$ cat config.mk
export PLATFORM = sky130hd
export DESIGN_NAME = div_unit_mc_flat
export DESIGN_NICKNAME = d
export VERILOG_FILES = /design/src/rtl/div_pkg.sv /design/src/rtl/div_unit_mc_if.sv /design/src/rtl/div_step.sv /design/src/rtl/div_unit_mc.sv /design/src/flat_wrapper.sv
export SDC_FILE = /design/constraint.sdc
export NUM_CORES = 1
export LEC_CHECK = 0
export ABC_AREA = 1
export BUFFER_PORTS_ARGS = -buffer_cell sky130_fd_sc_hd__clkbuf_2
export CAP_MARGIN = 0
export CORE_MARGIN = 10
export CORE_UTILIZATION = 46
export CTS_CLUSTER_SIZE = 40
export DETAILED_ROUTE_END_ITERATION = 10
export PLACE_DENSITY = 0.62
export REMOVE_ABC_BUFFERS = 1
export SYNTH_ARGS = -nofsm -noshare
export SYNTH_HDL_FRONTEND = slang
export SYNTH_SLANG_ARGS = --single-unit
export TNS_END_PERCENT = 1
$ cat constraint.sdc
create_clock -name clk -period 4.2 [get_ports clk]
set_input_delay 0.84 -clock clk [delete_from_list [all_inputs] [get_ports clk]]
set_output_delay 0.84 -clock clk [all_outputs]
set_load 0.005 [all_outputs]
$ cat src/rtl/div_pkg.sv
// Shared definitions for the multicycle divider: operation encodings
// (funct3[1:0]), FSM state encodings and small op-decode helpers.
// No ports.
package div_pkg;

  localparam logic [1:0] DIV_OP_DIV  = 2'b00;
  localparam logic [1:0] DIV_OP_DIVU = 2'b01;
  localparam logic [1:0] DIV_OP_REM  = 2'b10;
  localparam logic [1:0] DIV_OP_REMU = 2'b11;

  typedef enum logic [1:0] {
    S_IDLE = 2'd0,
    S_CALC = 2'd1,
    S_DONE = 2'd2
  } div_state_e;

  // op[0]=0 selects the signed variants (DIV, REM)
  function automatic logic op_is_signed(input logic [1:0] op);
    return ~op[0];
  endfunction

  // op[1]=1 selects the remainder variants (REM, REMU)
  function automatic logic op_is_rem(input logic [1:0] op);
    return op[1];
  endfunction

endpackage

$ cat src/rtl/div_unit_mc_if.sv
// Request/response bundle between the core's operand registers and the
// divider.
//   valid     start request (master -> slave)
//   op        funct3[1:0] operation select
//   dividend  rs1 value
//   divisor   rs2 value
//   result    quotient or remainder (slave -> master)
//   ready     one-cycle completion pulse
//   busy      divider occupied
interface div_unit_mc_if #(
  parameter int WIDTH = 32
);
  logic             valid;
  logic [1:0]       op;
  logic [WIDTH-1:0] dividend;
  logic [WIDTH-1:0] divisor;
  logic [WIDTH-1:0] result;
  logic             ready;
  logic             busy;

  modport master (
    output valid, op, dividend, divisor,
    input  result, ready, busy
  );

  modport slave (
    input  valid, op, dividend, divisor,
    output result, ready, busy
  );
endinterface

$ cat src/rtl/div_step.sv
// One combinational radix-2 restoring iteration.
//   i_rem      partial remainder (always < divisor)
//   i_quo      quotient register; its MSB is the next dividend bit shifted in
//   i_divisor  unsigned divisor magnitude
//   o_rem      next partial remainder
//   o_quo      next quotient register (new quotient bit in LSB)
module div_step #(
  parameter int WIDTH = 32
) (
  input  logic [WIDTH-1:0] i_rem,
  input  logic [WIDTH-1:0] i_quo,
  input  logic [WIDTH-1:0] i_divisor,
  output logic [WIDTH-1:0] o_rem,
  output logic [WIDTH-1:0] o_quo
);
  logic [WIDTH:0] w_shift;
  logic [WIDTH:0] w_diff;

  assign w_shift = {i_rem, i_quo[WIDTH-1]};
  assign w_diff  = w_shift - {1'b0, i_divisor};

  // Borrow (MSB set) means the trial subtraction failed: restore.
  assign o_rem = w_diff[WIDTH] ? w_shift[WIDTH-1:0] : w_diff[WIDTH-1:0];
  assign o_quo = {i_quo[WIDTH-2:0], ~w_diff[WIDTH]};
endmodule

$ cat src/rtl/div_unit_mc.sv
// Iterative restoring divider (DIV/DIVU/REM/REMU) for the multicycle core.
// Fixed latency: accept edge, WIDTH CALC cycles, one DONE cycle with ready.
//   clk    system clock
//   reset  synchronous active-high reset
//   bus    slave side of div_unit_mc_if (valid/op/dividend/divisor in,
//          result/ready/busy out)
//
// state  | meaning
// S_IDLE | waiting for valid; operands latched on accept
// S_CALC | one restoring step per cycle, WIDTH steps
// S_DONE | result registered, ready high for this cycle
module div_unit_mc
  import div_pkg::*;
#(
  parameter int WIDTH = 32
) (
  input logic          clk,
  input logic          reset,
  div_unit_mc_if.slave bus
);
  localparam int            CW   = $clog2(WIDTH);
  localparam logic [CW-1:0] LAST = CW'(WIDTH - 1);

  div_state_e       r_state;
  logic [CW-1:0]    r_cnt;
  logic [WIDTH-1:0] r_rem, r_quo, r_dvsr, r_dvnd, r_result;
  logic             r_neg_q, r_neg_r, r_div_zero, r_is_rem;
  logic             r_ready, r_busy;

  logic             w_signed;
  logic [WIDTH-1:0] w_abs_dvnd, w_abs_dvsr;
  logic [WIDTH-1:0] w_rem_nxt, w_quo_nxt;
  logic [WIDTH-1:0] w_quo_fix, w_rem_fix, w_sel;

  assign w_signed   = op_is_signed(bus.op);
  // Magnitude of -2^(WIDTH-1) wraps to itself, which is the correct unsigned value.
  assign w_abs_dvnd = (w_signed && bus.dividend[WIDTH-1]) ? -bus.dividend : bus.dividend;
  assign w_abs_dvsr = (w_signed && bus.divisor[WIDTH-1])  ? -bus.divisor  : bus.divisor;

  div_step #(.WIDTH(WIDTH)) u_step (
    .i_rem     (r_rem),
    .i_quo     (r_quo),
    .i_divisor (r_dvsr),
    .o_rem     (w_rem_nxt),
    .o_quo     (w_quo_nxt)
  );

  // Output fix-up works on the last step's outputs so result is loaded on
  // the edge that enters DONE.
  always_comb begin
    w_quo_fix = r_neg_q ? -w_quo_nxt : w_quo_nxt;
    w_rem_fix = r_neg_r ? -w_rem_nxt : w_rem_nxt;
    if (r_div_zero) begin
      w_sel = r_is_rem ? r_dvnd : '1;
    end else begin
      w_sel = r_is_rem ? w_rem_fix : w_quo_fix;
    end
  end

  always_ff @(posedge clk) begin
    if (reset) begin
      r_state    <= S_IDLE;
      r_cnt      <= '0;
      r_rem      <= '0;
      r_quo      <= '0;
      r_dvsr     <= '0;
      r_dvnd     <= '0;
      r_result   <= '0;
      r_neg_q    <= 1'b0;
      r_neg_r    <= 1'b0;
      r_div_zero <= 1'b0;
      r_is_rem   <= 1'b0;
      r_ready    <= 1'b0;
      r_busy     <= 1'b0;
    end else begin
      r_ready <= 1'b0;
      case (r_state)
        S_IDLE: begin
          if (bus.valid) begin
            r_rem      <= '0;
            r_quo      <= w_abs_dvnd;  // dividend bits shift out of the quotient MSB
            r_dvsr     <= w_abs_dvsr;
            r_dvnd     <= bus.dividend;
            r_neg_q    <= w_signed & (bus.dividend[WIDTH-1] ^ bus.divisor[WIDTH-1]);
            r_neg_r    <= w_signed & bus.dividend[WIDTH-1];
            r_div_zero <= (bus.divisor == '0);
            r_is_rem   <= op_is_rem(bus.op);
            r_cnt      <= '0;
            r_busy     <= 1'b1;
            r_state    <= S_CALC;
          end
        end
        S_CALC: begin
          r_rem <= w_rem_nxt;
          r_quo <= w_quo_nxt;
          if (r_cnt == LAST) begin
            r_result <= w_sel;
            r_ready  <= 1'b1;
            r_state  <= S_DONE;
          end else begin
            r_cnt <= r_cnt + CW'(1);
          end
        end
        S_DONE: begin
          r_busy  <= 1'b0;
          r_state <= S_IDLE;
        end
        default: r_state <= S_IDLE;
      endcase
    end
  end

  assign bus.result = r_result;
  assign bus.ready  = r_ready;
  assign bus.busy   = r_busy;
endmodule

$ cat src/flat_wrapper.sv
// flat-port wrapper written by rule: the top's interface ports become plain ports
module div_unit_mc_flat import div_pkg::*;
#(
  parameter int WIDTH = 32
)
  (clk, reset, bus_valid, bus_op, bus_dividend, bus_divisor, bus_result, bus_ready, bus_busy);
  div_unit_mc_if #(.WIDTH(WIDTH)) bus_i ();
  input logic clk;
  input logic reset;
  input wire logic [$bits(bus_i.valid)-1:0] bus_valid;
  input wire logic [$bits(bus_i.op)-1:0] bus_op;
  input wire logic [$bits(bus_i.dividend)-1:0] bus_dividend;
  input wire logic [$bits(bus_i.divisor)-1:0] bus_divisor;
  output wire logic [$bits(bus_i.result)-1:0] bus_result;
  output wire logic [$bits(bus_i.ready)-1:0] bus_ready;
  output wire logic [$bits(bus_i.busy)-1:0] bus_busy;
  assign bus_i.valid = bus_valid;
  assign bus_i.op = bus_op;
  assign bus_i.dividend = bus_dividend;
  assign bus_i.divisor = bus_divisor;
  assign bus_result = bus_i.result;
  assign bus_ready = bus_i.ready;
  assign bus_busy = bus_i.busy;
  div_unit_mc #(.WIDTH(WIDTH)) u_core (.clk(clk), .reset(reset), .bus(bus_i));
endmodule
**Word level (Yosys, flattened, before mapping)**

Cells that the tools add are included.

- Reduce and logical (&&, ||, !) cells: 13
- Add/subtract/negate cells: 6
- Muxes and demuxes: 21
- Multipliers: 0
- Equal/unequal tests: 6
- Divide/modulo/power cells: 0
- Shift operators: 0
- Magnitude comparators: 0
- Bitwise operators: 6

Operators by type and width:

| kind | number |
|---|---|
| $mux 32 | 10 |
| $neg 32->32 | 4 |
| $pmux 32 s2 | 2 |
| $sub 33x32->33 | 1 |
| $logic_not 32->1 | 1 |
| $mux 5 | 2 |
| $pmux 5 s2 | 1 |
| $reduce_and 2->1 | 5 |
| $add 5x1->5 const B | 1 |
| $eq 5x5->1 const B | 1 |
| $mux 2 | 2 |
| $ne 2x2->1 const B | 2 |
| $pmux 2 s2 | 1 |
| $reduce_bool 2->1 | 2 |
| $not 1->1 | 3 |
| $reduce_and 3->1 | 1 |
| $and 1x1->1 | 2 |
| $eq 2x1->1 const B | 1 |
| $eq 2x2->1 const B | 1 |
| $logic_and 1x1->1 | 2 |
| $logic_not 2->1 | 1 |
| $mux 1 | 2 |
| $ne 2x1->1 const B | 1 |
| $pmux 1 s2 | 1 |
| other kinds (2) | 2 |

- Bits in registers: 173
- Latch bits: 0
- Memory bits (read-only): 0
- Logic and storage cells: 65
- Memories: 0
- Bits in writable memories: 0

**Longest topological paths before layout**

Gate-level depths: netlist of run 1.

- Depth after elaboration: 6
- Gate-level depth with buffers: 33
- Gate-level depth less buffers: 31

**Cells and area by module**

From an unflattened synthesis of run 1, not the netlist that was laid out.

- Cell total of the unflattened synthesis: 2342
- Area total of the unflattened synthesis: 13666.9 um2

Modules (own cells, without submodules):

| module | cells an instance | area an instance (um2) | times used | sequential area each (um2) |
|---|---|---|---|---|
| div_unit_mc | 1628 | 10271.1 | 1 | 3463.3 |
| div_step | 714 | 3395.8 | 1 | 0.0 |

**Worst setup path before layout of run 1**

No wires, ideal clock.

- Kind: register to register
- Start point: register u_core.r_quo[31]
- End point: register u_core.r_result[22], in the netlist u_core.bus.result[22]
- Cell stages (with the launch flop): 32
- Path slack: 450 ps
- Data arrival time: 3618 ps
- Cell sequence: dfxtp_1 > inv_1 > ha_1 > fa_1 > inv_1 > nand2_1 > nand2_1 > nand3_1 > nand2_2 > nand2_1 > nand2_2 > nand2_2 > nand2_2 > nand2_2 > nand2_4 > buf_12 > buf_6 > ha_1 > nand3_1 > nor2_1 > nand3_1 > inv_1 > nand2_1 > nor2_1 > nand4_1 > inv_1 > a21oi_1 > or2_2 > a21oi_1 > nand2_1 > nand2_1 > a21oi_1

- Cells in the longest elaborated chain, start to end: 6

RTL lines:

| element | line | RTL |
|---|---|---|
| start, declared | div_unit_mc.sv:26 | `logic [WIDTH-1:0] r_rem, r_quo, r_dvsr, r_dvnd, r_result;` |
| start signal, assigned | div_unit_mc.sv:81 | `r_quo <= w_abs_dvnd;` |
| start signal, assigned | div_unit_mc.sv:95 | `r_quo <= w_quo_nxt;` |
| $sub 33x32->33 | div_step.sv:20 | `assign w_diff = w_shift - {1'b0, i_divisor};` |
| $mux 32 / $not 1->1 (equally long branches) | div_step.sv:23, div_step.sv:24 |  |
| $neg 32->32, on equally long branches | div_unit_mc.sv:52, div_unit_mc.sv:51 |  |
| $mux 32, on equally long branches | div_unit_mc.sv:52, div_unit_mc.sv:51 |  |
| $mux 32 * | div_unit_mc.sv:56 | `w_sel = r_is_rem ? w_rem_fix : w_quo_fix;` |
| $mux 32 * | div_unit_mc.sv:53 | `if (r_div_zero) begin` |
| end signal, assigned | div_unit_mc.sv:97 | `r_result <= w_sel;` |
| end, declared | div_unit_mc.sv:26 |  |

Every way passes the cells marked *; elsewhere a longest branch is shown, timed or not.
A chain may end at the register's enable or synchronous reset.

**Worst setup path in the final report of run 1**

Ends and elaborated chain as after synthesis.

==> results of run 1 <==
==> final timing paths <==
path	endpoint	slack [ps]	cells after the start
worst max register to register	u_core.bus.result[22]	380	29
worst min-delay path	u_core.r_dvnd[5]	450	2
worst max-delay path	u_core.bus.result[22]	380	29
worst min register to register	u_core.r_dvnd[5]	450	2
==> registers in the layout, summed over array words and instances, names as in the netlist <==
register,count
u_core.bus.busy,1
u_core.r_rem,32
u_core.r_quo,32
u_core.r_neg_r,1
u_core.r_dvnd,32
u_core.bus.ready,1
u_core.r_is_rem,1
u_core.bus.result,32
u_core.r_div_zero,1
u_core.r_neg_q,1
u_core.r_cnt,5
u_core.r_state,2
u_core.r_dvsr,32
==> cells in the final DEF (no fill, tap or decap), drive strengths merged, types with 9 or more instances in the layout <==
cell type  synthesis  routed
xnor2             24      24
nor2             203     203
buf               18      31
o211ai            15      15
nor3              37      37
nand4             22      22
o21bai             9       9
a31oi             15      15
dfxtp            173     173
or2               10      10
o21ai            166     166
nand2            590     590
clkbuf            66     119
nand3b             9       9
xor2              43      43
nand3            130     130
ha                38      38
o22ai             22      22
a21oi            201     201
inv              295     301
==> worst register-to-register path, delay by kind of cell (launching register included) <==
family	cells	cell delay [ps]
AO/OA/AOI/OAI	3	290
adder cells (fa/ha/maj)	3	730
buffers and inverters	4	320
flip-flops	1	350
AND/OR/NAND/NOR	19	1990
==> layout make-up <==
cell class                      count  area, um^2  area share
Multi-Input combinational cell   1573        7940       0.555
Sequential cell                   173        3460       0.242
Inverter                          298        1120      0.0783
Timing Repair Buffer              132         742      0.0519
Tap cell                          378         473      0.0331
Clock buffer                       18         429      0.0300
Clock inverter                     14         130     0.00910
==> per-layer routing <==
layer | GRT usage | up-vias
li1 | - | 7054
met1 | 0.313 | 6486
met2 | 0.380 | 407
met3 | 0.0298 | 56
met4 | 0.0676 | 0
met5 | 0 | -
==> logic make-up after synthesis <==
family / after synthesis
adder cells (fa/ha/maj): 39
buffers and inverters: 382
XOR/XNOR: 67
AO/OA/AOI/OAI: 454
AND/OR/NAND/NOR: 1013
flip-flops: 173
==> power by group through the flow <==
| stage | sequential (uW) | combinational [uW] | clock (uW) |
|---|---|---|---|
| final | 1840 | 4270 | 1560 |
| after global routing | 1850 | 4850 | 1650 |
| after CTS | 1840 | 4190 | 1590 |
| after detailed placement | 1870 | 4160 | 0 |
| after global placement | 1870 | 4160 | 0 |
| after floorplan | 1860 | 3070 | 0 |
==> what timing repair did <==
action / 4_1_cts / 5_1_grt
setup buffers: 0 / 1
resized for setup: 0 / 10
endpoints found under the setup margin: 0 / 15
==> per-stage QoR <==
step	total power [uW]	utilization	instance area [um^2]
3_5_place_dp	6040	0.495	13700
5_1_grt	8340	0.516	14300
6_report	7660	0.516	14300
3_3_place_gp	6030	0.495	13700
2_1_floorplan	4920	-	12500
4_1_cts	7620	0.515	14300
==> results by group, run 1 <==
Synth
  – Area fraction in compound gates after synthesis: 0.196
  – Adder-Cell Fraction of Synth Area: 0.0386
  – Synth warnings: 0
  – Post-Synth XOR/XNOR Area: 0.0457
  – Yosys reg bits: around 170
  – Ys async rst share: 0
  – Ys flop type: dfxtp_1
  – Synth Area per Inst: about 6.0 um^2
  – Synth area leader: dfxtp_1
  – Seq/Total Area, Yosys: 0.270
  – Syn Inst Count: 2128
  – Mux share of post-synthesis cell area: 0
  – Post-Syn Area: between 10000 and 15000 um^2
  – Main area contributors after synthesis: dfxtp_1, nand2_1, inv_1
  – Synth unique cells: 53
  – EDFF count, synth: 0
  – Simple-gate portion of the synthesized area: 0.334
  – Yosys top cell area share: 0.270
  – Largest family of logic cells by synthesized area: simple AND/OR/NAND/NOR gates
  – Most frequent cells after synthesis: nand2_1, inv_1, a21oi_1
  – Dominant cell by count in the synthesized netlist: nand2_1

Route
  – Residual DRC: 0
  – WL met3: approximately 2200 um
  – Antenna Nets Post-Route: 0
  – M1 WL: about 19000 um
  – Metal2 WL: about 19000 um
  – Drt first-iter violations: approximately 1.2k
  – Top Metal Used: met4
  – Wire per inst: between 15 and 20 um
  – DR vias: 14.0k
  – Initial DRT Pass Iterations: 5
  – Routed WL: 41600 um
  – Via density: between 5 and 6

Timing
  – Worst Max-Slew Pin Slew: between 800 and 900 ps
  – Final Hold Vio Count: 0
  – Tmin final: between 3000 and 4000 ps
  – Final WS setup: 376 ps
  – Fin. max-slew vios: 0
  – Hold Slack: ~450 ps
  – Slew HR: 0.453
  – Setup Total Neg Slack: 0 ps
  – Worst Skew: ~19 ps
  – RSZ-0062 raised after global routing: no
  – Tcrit/Tclk final: 0.911
  – # setup viols final: 0
  – Fmax: 0.261 GHz

Critical path
  – Most used cell, CP: nand2_1
  – CP max FO: 4
  – Nature of the critical path startpoint: flip-flop
  – Req. time, crit path: roughly 4500 ps
  – CP Data Arrival Time: 4130 ps
  – Worst setup path startpoint: u_core.r_quo[31]
  – CP Class: flip-flop to flip-flop
  – Buf/Inv on CP: 4
  – Max stage delay on crit path: between 300 and 400 ps
  – Worst r2r src: u_core.r_quo[31]
  – Crit path capture type: flip-flop
  – Slowest CP cell: dfxtp_2
  – Worst path top cell family by delay: simple AND/OR/NAND/NOR gates

Clock tree
  – H-tree depth: 4
  – Root Driver: clkbuf_16
  – Hold-fix buffers at CTS: 0
  – Skew-Pair Late Insertion Delay: about 450 ps
  – Worst-path clk slew: 80 ps
  – CTS Buffer Depth: 2
  – CTS tree: built
  – CTS Sinks: 173
  – Num CTS Buffers: 17

Power and ir drop
  – Pwr dens: approximately 540 nW/um^2
  – Net switching power figure: 3810 uW
  – Logic pwr share: 0.557
  – Worst vdd rail ir drop: 364 uV
  – Clock share of power: 0.203
  – Internal power: 3850 uW
  – Switching Share: 0.498
  – P_leak: about 0.0069 uW
  – Sequential Power Share: 0.240

Placement
  – DP Wirelength: approximately 32000 um
  – Dpl ws: approximately 190 ps
  – Gpl congestion: around 0.95
  – PortBufs: between 100 and 150
  – Post-Place Cells: roughly 2.6k

Floorplanning
  – Initial Utilization: 0.464
  – Std-Cell Rows: between 60 and 70
  – # IOs: between 100 and 150
  – Core ar.: ~28000 um^2
  – Die width: about 190 um
  – DIE HEIGHT: between 150 and 200 um
  – Die area: 35000 um^2

Min path
  – Min-delay src: u_core.r_dvnd[5]
  – Hold WC Path Type: flip-flop to flip-flop

Finish
  – Final Instance Count excl. Fillers: around 2.6k
  – ANT cells: 0
  – Layout area overhead: 11.3%
  – Fill count: 2981
  – Fin nets: approximately 2.3k
  – Fraction of layout cells with a size suffix above 1: 0.109

Status
  – Outcome: finished, final reports clean

Global route
  – Total track usage: 0.233
  – Initial antenna violation count: 0
  – First-pass GRT wire length: 67400 um
  – Pin count of the biggest net entering global routing: 60
  – Congestion Overflow GR: 0
  – Number of global-route vias before repair: 13.2k

Job
  – Max-cap violations: 0
Note: power is estimated with default switching activity, not from simulation.
==> run 2: changes to the inputs <==
--- a/config.mk
+++ b/config.mk
@@ -9,11 +9,12 @@
 export BUFFER_PORTS_ARGS = -buffer_cell sky130_fd_sc_hd__clkbuf_2
 export CAP_MARGIN = 0
 export CORE_MARGIN = 10
-export CORE_UTILIZATION = 46
+export CORE_UTILIZATION = 60
 export CTS_CLUSTER_SIZE = 40
 export DETAILED_ROUTE_END_ITERATION = 10
-export PLACE_DENSITY = 0.62
+export PLACE_DENSITY = 0.78
 export REMOVE_ABC_BUFFERS = 1
+export SKIP_CTS_REPAIR_TIMING = 1
 export SYNTH_ARGS = -nofsm -noshare
 export SYNTH_HDL_FRONTEND = slang
 export SYNTH_SLANG_ARGS = --single-unit
==> results by group, run 2 (same netlist as run 1, synthesis figures left out) <==
Clock tree
  – Root Driver: clkbuf_16 (unchanged)
  – H-tree depth: 4 (unchanged)
  – Worst-path clk slew: 80 ps (about the same)
  – CTS Buffer Depth: 2 (unchanged)
  – CTS tree: built (unchanged)
  – Skew-Pair Late Insertion Delay: 450 ps (about the same)
  – CTS Sinks: 173 (unchanged)
  – Num CTS Buffers: 17 (unchanged)

Floorplanning
  – Core ar.: 21000 um^2 (was 27700 um^2)
  – Initial Utilization: 0.611 (was 0.464)
  – # IOs: 103 (unchanged)
  – DIE HEIGHT: 166 um (was 187 um)
  – Die area: 27700 um^2 (was 35000 um^2)
  – Die width: 166 um (was 187 um)
  – Std-Cell Rows: 53 (was 61)

Power and ir drop
  – P_leak: 0.00695 uW (was 0.00691 uW)
  – Pwr dens: 540 nW/um^2 (was 536 nW/um^2)
  – Sequential Power Share: 0.240 (about the same)
  – Logic pwr share: 0.553 (was 0.557)
  – Switching Share: 0.493 (was 0.498)
  – Net switching power figure: 3790 uW (was 3810 uW)
  – Clock share of power: 0.207 (was 0.203)
  – Internal power: 3890 uW (was 3850 uW)
  – Worst vdd rail ir drop: 375 uV (was 364 uV)

Finish
  – Commonest non-fill, non-tap cell in the layout: nand2_1 (unchanged)
  – Fin nets: 2301 (was 2303)
  – Layout area overhead: 10.7% (was 11.3%)
  – Most frequent cells in the layout: nand2_1, inv_1, a21oi_1 (unchanged)
  – Design Area, Final: 14200 um^2 (was 14300 um^2)
  – Fraction of layout cells with a size suffix above 1: 0.109 (about the same)
  – ANT cells: 0 (unchanged)

Min path
  – Hold WC Path Type: flip-flop to flip-flop (unchanged)

Global route
  – Met3 Use GR: 0.0426 (was 0.0298)
  – GR Util met1: 0.371 (was 0.313)
  – Initial antenna violation count: 0 (unchanged)
  – Total track usage: 0.283 (was 0.233)
  – Pin count of the biggest net entering global routing: 48 (was 60)
  – First-pass GRT wire length: 66000 um (was 67400 um)
  – Number of global-route vias before repair: 13.3k (was 13.2k)
  – GRT busiest layer: met2 (unchanged)
  – Met2 global-route usage: 0.458 (was 0.380)
  – Congestion Overflow GR: 0 (unchanged)

Job
  – Max-cap violations: 0 (unchanged)

Critical path
  – Crit path capture type: flip-flop (unchanged)
  – CP max FO: 4 (unchanged)
  – Buf/Inv on CP: 4 (unchanged)
  – Worst r2r path cells: 29 (unchanged)
  – Most used cell, CP: nand2_1 (unchanged)
  – Nature of the critical path startpoint: flip-flop (unchanged)
  – FF-to-FF End: u_core.bus.result[22] (unchanged)
  – Max stage delay on crit path: 350 ps (about the same)
  – Worst r2r src: u_core.r_quo[31] (unchanged)
  – Number of cells on the critical path: 29 (unchanged)
  – Slowest CP cell: dfxtp_2 (unchanged)
  – Worst setup path endpoint: u_core.bus.result[22] (unchanged)
  – CP Data Arrival Time: 4160 ps (was 4130 ps)
  – CP Class: flip-flop to flip-flop (unchanged)
  – FF-to-FF setup slack: 340 ps (was 380 ps)
  – Worst path top cell family by delay: simple AND/OR/NAND/NOR gates (unchanged)
  – Req. time, crit path: 4500 ps (about the same)
  – Worst setup path startpoint: u_core.r_quo[31] (unchanged)

Route
  – Drt first-iter violations: 1573 (was 1191)
  – Initial DRT Pass Iterations: 6 (was 5)
  – Residual DRC: 0 (unchanged)
  – Wire per inst: 16.4 um (was 16.1 um)
  – Antenna Nets Post-Route: 0 (unchanged)
  – Via density: 5.71 (was 5.41)
  – Routed WL: 40600 um (was 41600 um)
  – DR vias: 14.2k (was 14.0k)

Placement
  – DP Wirelength: 30700 um (was 31800 um)
  – Gpl congestion: 0.985 (was 0.951)
  – DP Area: 13600 um^2 (was 13700 um^2)
  – PortBufs: 102 (unchanged)

Timing
  – RSZ-0062 raised after global routing: no (unchanged)
  – Setup Total Neg Slack: 0 ps (unchanged)
  – Fmax: 0.259 GHz (was 0.261 GHz)
  – Fin. max-slew vios: 0 (unchanged)
  – Tmin final: 3860 ps (was 3820 ps)
  – Tcrit/Tclk final: 0.920 (was 0.911)
  – Worst Max-Slew Pin Slew: 968 ps (was 820 ps)
  – # setup viols final: 0 (unchanged)
  – Slew HR: 0.354 (was 0.453)
  – Final Hold Vio Count: 0 (unchanged)
  – Worst Skew: 17.7 ps (was 18.6 ps)

Status
  – Outcome: finished, final reports clean (unchanged)
[run 2: area by class of cell]
class / instances / area, um^2
clock inverter: 14 / 143
tap: 275 / 344
fill: 2044 / 6800
multi-input combinational: 1573 / 7970
timing repair buffer: 130 / 748
sequential: 173 / 3460
inverter: 298 / 1120
clock buffer: 18 / 439
[run 2: power by group through the flow]
| stage | registers [uW] | clock network [uW] | logic, uW |
|---|---|---|---|
| global placement | 1870 | 0 | 3980 |
| floorplan | 1860 | 0 | 3070 |
| finish | 1840 | 1590 | 4250 |
| global route | 1850 | 1660 | 4810 |
| detailed placement | 1870 | 0 | 4050 |
| CTS | 1840 | 1600 | 4090 |
[run 2: worst min-delay path: cells and delay by family (launching register included)]
family | cells | cell delay, ps
DFF | 1 | 320
and+or+nand+nor | 2 | 100
[run 2: how the worst min path moves through the flow]
stage,depth (start not counted),startpoint,endpoint,slack [ps]
2_1_floorplan,2,u_core.r_dvnd[12],u_core.r_dvnd[12],420
3_3_place_gp,2,u_core.r_dvnd[9],u_core.r_dvnd[9],430
3_5_place_dp,2,u_core.r_dvnd[9],u_core.r_dvnd[9],430
4_1_cts,2,u_core.r_dvnd[9],u_core.r_dvnd[9],450
5_1_grt,2,u_core.r_dvnd[9],u_core.r_dvnd[9],470
6_report,2,u_core.r_dvnd[5],u_core.r_dvnd[5],450
[run 2: stage by stage]
step / total power (uW) / hold WS (ps) / worst slack [ps] / std cells / util
floorplan: 4920 / 419 / -1610 / 2044 / -
global placement: 5850 / 432 / 350 / 2445 / 0.645
detailed placement: 5930 / 434 / 206 / 2445 / 0.645
CTS: 7520 / 450 / 141 / 2477 / 0.672
global route: 8320 / 472 / 10.6 / 2481 / 0.677
finish: 7680 / 453 / 336 / 2481 / 0.677
[run 2: routing by layer]
layer,vias to the layer above,share of wire
met5,-,0
met4,0,0.035
met3,99,0.074
met2,593,0.46
met1,6431,0.43
li1,7045,-
==> run 3: changes to the inputs <==
--- a/config.mk
+++ b/config.mk
@@ -8,6 +8,7 @@
 export ABC_AREA = 1
 export BUFFER_PORTS_ARGS = -buffer_cell sky130_fd_sc_hd__clkbuf_2
 export CAP_MARGIN = 0
+export CORE_ASPECT_RATIO = 1.2
 export CORE_MARGIN = 10
 export CORE_UTILIZATION = 60
 export CTS_CLUSTER_SIZE = 40
==> results by group, run 3 (same netlist as run 1, synthesis figures left out) <==
Power and ir drop
  – Logic pwr share: 0.549 (was 0.553)
  – Worst vdd rail ir drop: 398 uV (was 375 uV)
  – Internal power: 3870 uW (was 3890 uW)
  – Net switching power figure: 3790 uW (about the same)
  – Switching Share: 0.495 (was 0.493)
  – Pwr dens: 541 nW/um^2 (was 540 nW/um^2)
  – Sequential Power Share: 0.240 (about the same)
  – P_leak: 0.00692 uW (was 0.00695 uW)
  – Clock share of power: 0.211 (was 0.207)

Timing
  – Worst Skew: 14.3 ps (was 17.7 ps)
  – Slew HR: 0.341 (was 0.354)
  – RSZ-0062 raised after global routing: yes (was no)
  – Final Hold Vio Count: 0 (unchanged)
  – Hold Slack: 460 ps (was 453 ps)
  – # setup viols final: 0 (unchanged)
  – Fmax: 0.253 GHz (was 0.259 GHz)
  – Worst Max-Slew Pin Slew: 988 ps (was 968 ps)
  – Tcrit/Tclk final: 0.940 (was 0.920)
  – Tmin final: 3950 ps (was 3860 ps)
  – Fin. max-slew vios: 0 (unchanged)

Global route
  – First-pass GRT wire length: 64300 um (was 66000 um)
  – Initial antenna violation count: 0 (unchanged)
  – Total track usage: 0.275 (was 0.283)
  – Number of global-route vias before repair: 13.2k (was 13.3k)
  – Pin count of the biggest net entering global routing: 57 (was 48)
  – Congestion Overflow GR: 0 (unchanged)

Route
  – DR vias: 13.9k (was 14.2k)
  – Antenna Nets Post-Route: 0 (unchanged)
  – Via density: 5.61 (was 5.71)
  – Drt first-iter violations: 1284 (was 1573)
  – Initial DRT Pass Iterations: 6 (unchanged)
  – Routed WL: 39600 um (was 40600 um)
  – Wire per inst: 16.0 um (was 16.4 um)
  – Residual DRC: 0 (unchanged)

Clock tree
  – Root Driver: clkbuf_16 (unchanged)
  – Worst-path clk slew: 80 ps (about the same)
  – H-tree depth: 4 (unchanged)
  – Num CTS Buffers: 17 (unchanged)
  – CTS Sinks: 173 (unchanged)
  – CTS Buffer Depth: 2 (unchanged)
  – CTS tree: built (unchanged)
  – Skew-Pair Late Insertion Delay: 450 ps (about the same)

Finish
  – Fraction of layout cells with a size suffix above 1: 0.106 (was 0.109)
  – ANT cells: 0 (unchanged)
  – Final core occ: 0.673 (was 0.677)
  – Commonest non-fill, non-tap cell in the layout: nand2_1 (unchanged)
  – Fin nets: 2297 (was 2301)
  – Most frequent cells in the layout: nand2_1, inv_1, a21oi_1 (unchanged)
  – Multi-input combinational cell area: 7940 um^2 (was 7970 um^2)
  – Fill count: 1993 (was 2044)
  – FF/Latch Area: 3460 um^2 (unchanged)
  – Layout area overhead: 10.2% (was 10.7%)

Floorplanning
  – DIE HEIGHT: 180 um (was 166 um)
  – Std-Cell Rows: 58 (was 53)
  – Core ar.: 21000 um^2 (about the same)
  – Die width: 154 um (was 166 um)
  – Die area: 27700 um^2 (about the same)
  – Initial Utilization: 0.610 (was 0.611)
  – # IOs: 103 (unchanged)

Critical path
  – Slowest CP cell: fa_1 (was dfxtp_2)
  – CP Class: flip-flop to flip-flop (unchanged)
  – Nature of the critical path startpoint: flip-flop (unchanged)
  – CP Data Arrival Time: 4240 ps (was 4160 ps)
  – Crit path capture type: flip-flop (unchanged)
  – CP max FO: 6 (was 4)
  – Most used cell, CP: nand2_1 (unchanged)
  – Max stage delay on crit path: 380 ps (was 350 ps)
  – Req. time, crit path: 4490 ps (was 4500 ps)

Job
  – Max-cap violations: 0 (unchanged)

Placement
  – PortBufs: 102 (unchanged)
  – Gpl congestion: 0.970 (was 0.985)
  – DP Wirelength: 29700 um (was 30700 um)

Status
  – Outcome: finished, final reports clean (unchanged)

Min path
  – Hold WC Path Type: flip-flop to flip-flop (unchanged)
-- run 3: worst paths after layout --
| path | start | end | slack (ps) | cells past startpoint |
|---|---|---|---|---|
| max | u_core.r_quo[31] | u_core.bus.result[22] | 250 | 29 |
| min | u_core.r_dvnd[5] | u_core.r_dvnd[5] | 460 | 2 |
| max reg2reg | u_core.r_quo[31] | u_core.bus.result[22] | 250 | 29 |
| min reg2reg | u_core.r_dvnd[5] | u_core.r_dvnd[5] | 460 | 2 |
-- run 3: metal layers --
layer,wire length [um],share of wire,up-vias,GRT usage
met1,16600,0.42,6239,0.336
met2,19200,0.49,530,0.477
li1,-,-,7028,-
met4,1140,0.029,0,0.104
met5,0,0,-,0
met3,2610,0.066,77,0.0394
-- run 3: worst max-delay path, delay by kind of cell (launching register included) --
family / cells / cell delay, ps
compound gates: 3 / 320
fa+ha+maj: 3 / 800
buf+inv: 4 / 330
flops: 1 / 350
simple gates: 19 / 2000
-- run 3: power by group through the flow --
stage                     Sequential [uW]  Combinational, uW  Clock, uW
after global routing                 1850               4710       1700
final                                1840               4200       1620
after global placement               1870               4020          0
after floorplan                      1860               3070          0
after CTS                            1830               4110       1630
after detailed placement             1870               4070          0
-- run 3: layout make-up --
| class | instances | share of cell area |
|---|---|---|
| clock buffers | 18 | 0.0310 |
| flip-flops and latches | 173 | 0.245 |
| clock inverters | 14 | 0.0118 |
| repair buffers | 126 | 0.0490 |
| multi-input cells | 1573 | 0.561 |
| well taps | 270 | 0.0239 |
| inverters | 298 | 0.0790 |
-- run 3: metrics by stage --
stage                     setup TNS, ps  setup WS [ps]  cells  cell area (um^2)  total power [uW]
after floorplan                  -95900          -1610   2044             12500              4920
after global placement                0            256   2439             13500              5880
after detailed placement              0            180   2439             13500              5940
after CTS                             0            158   2471             14100              7570
after global routing               -241          -59.9   2472             14200              8250
final                                 0            251   2472             14200              7660
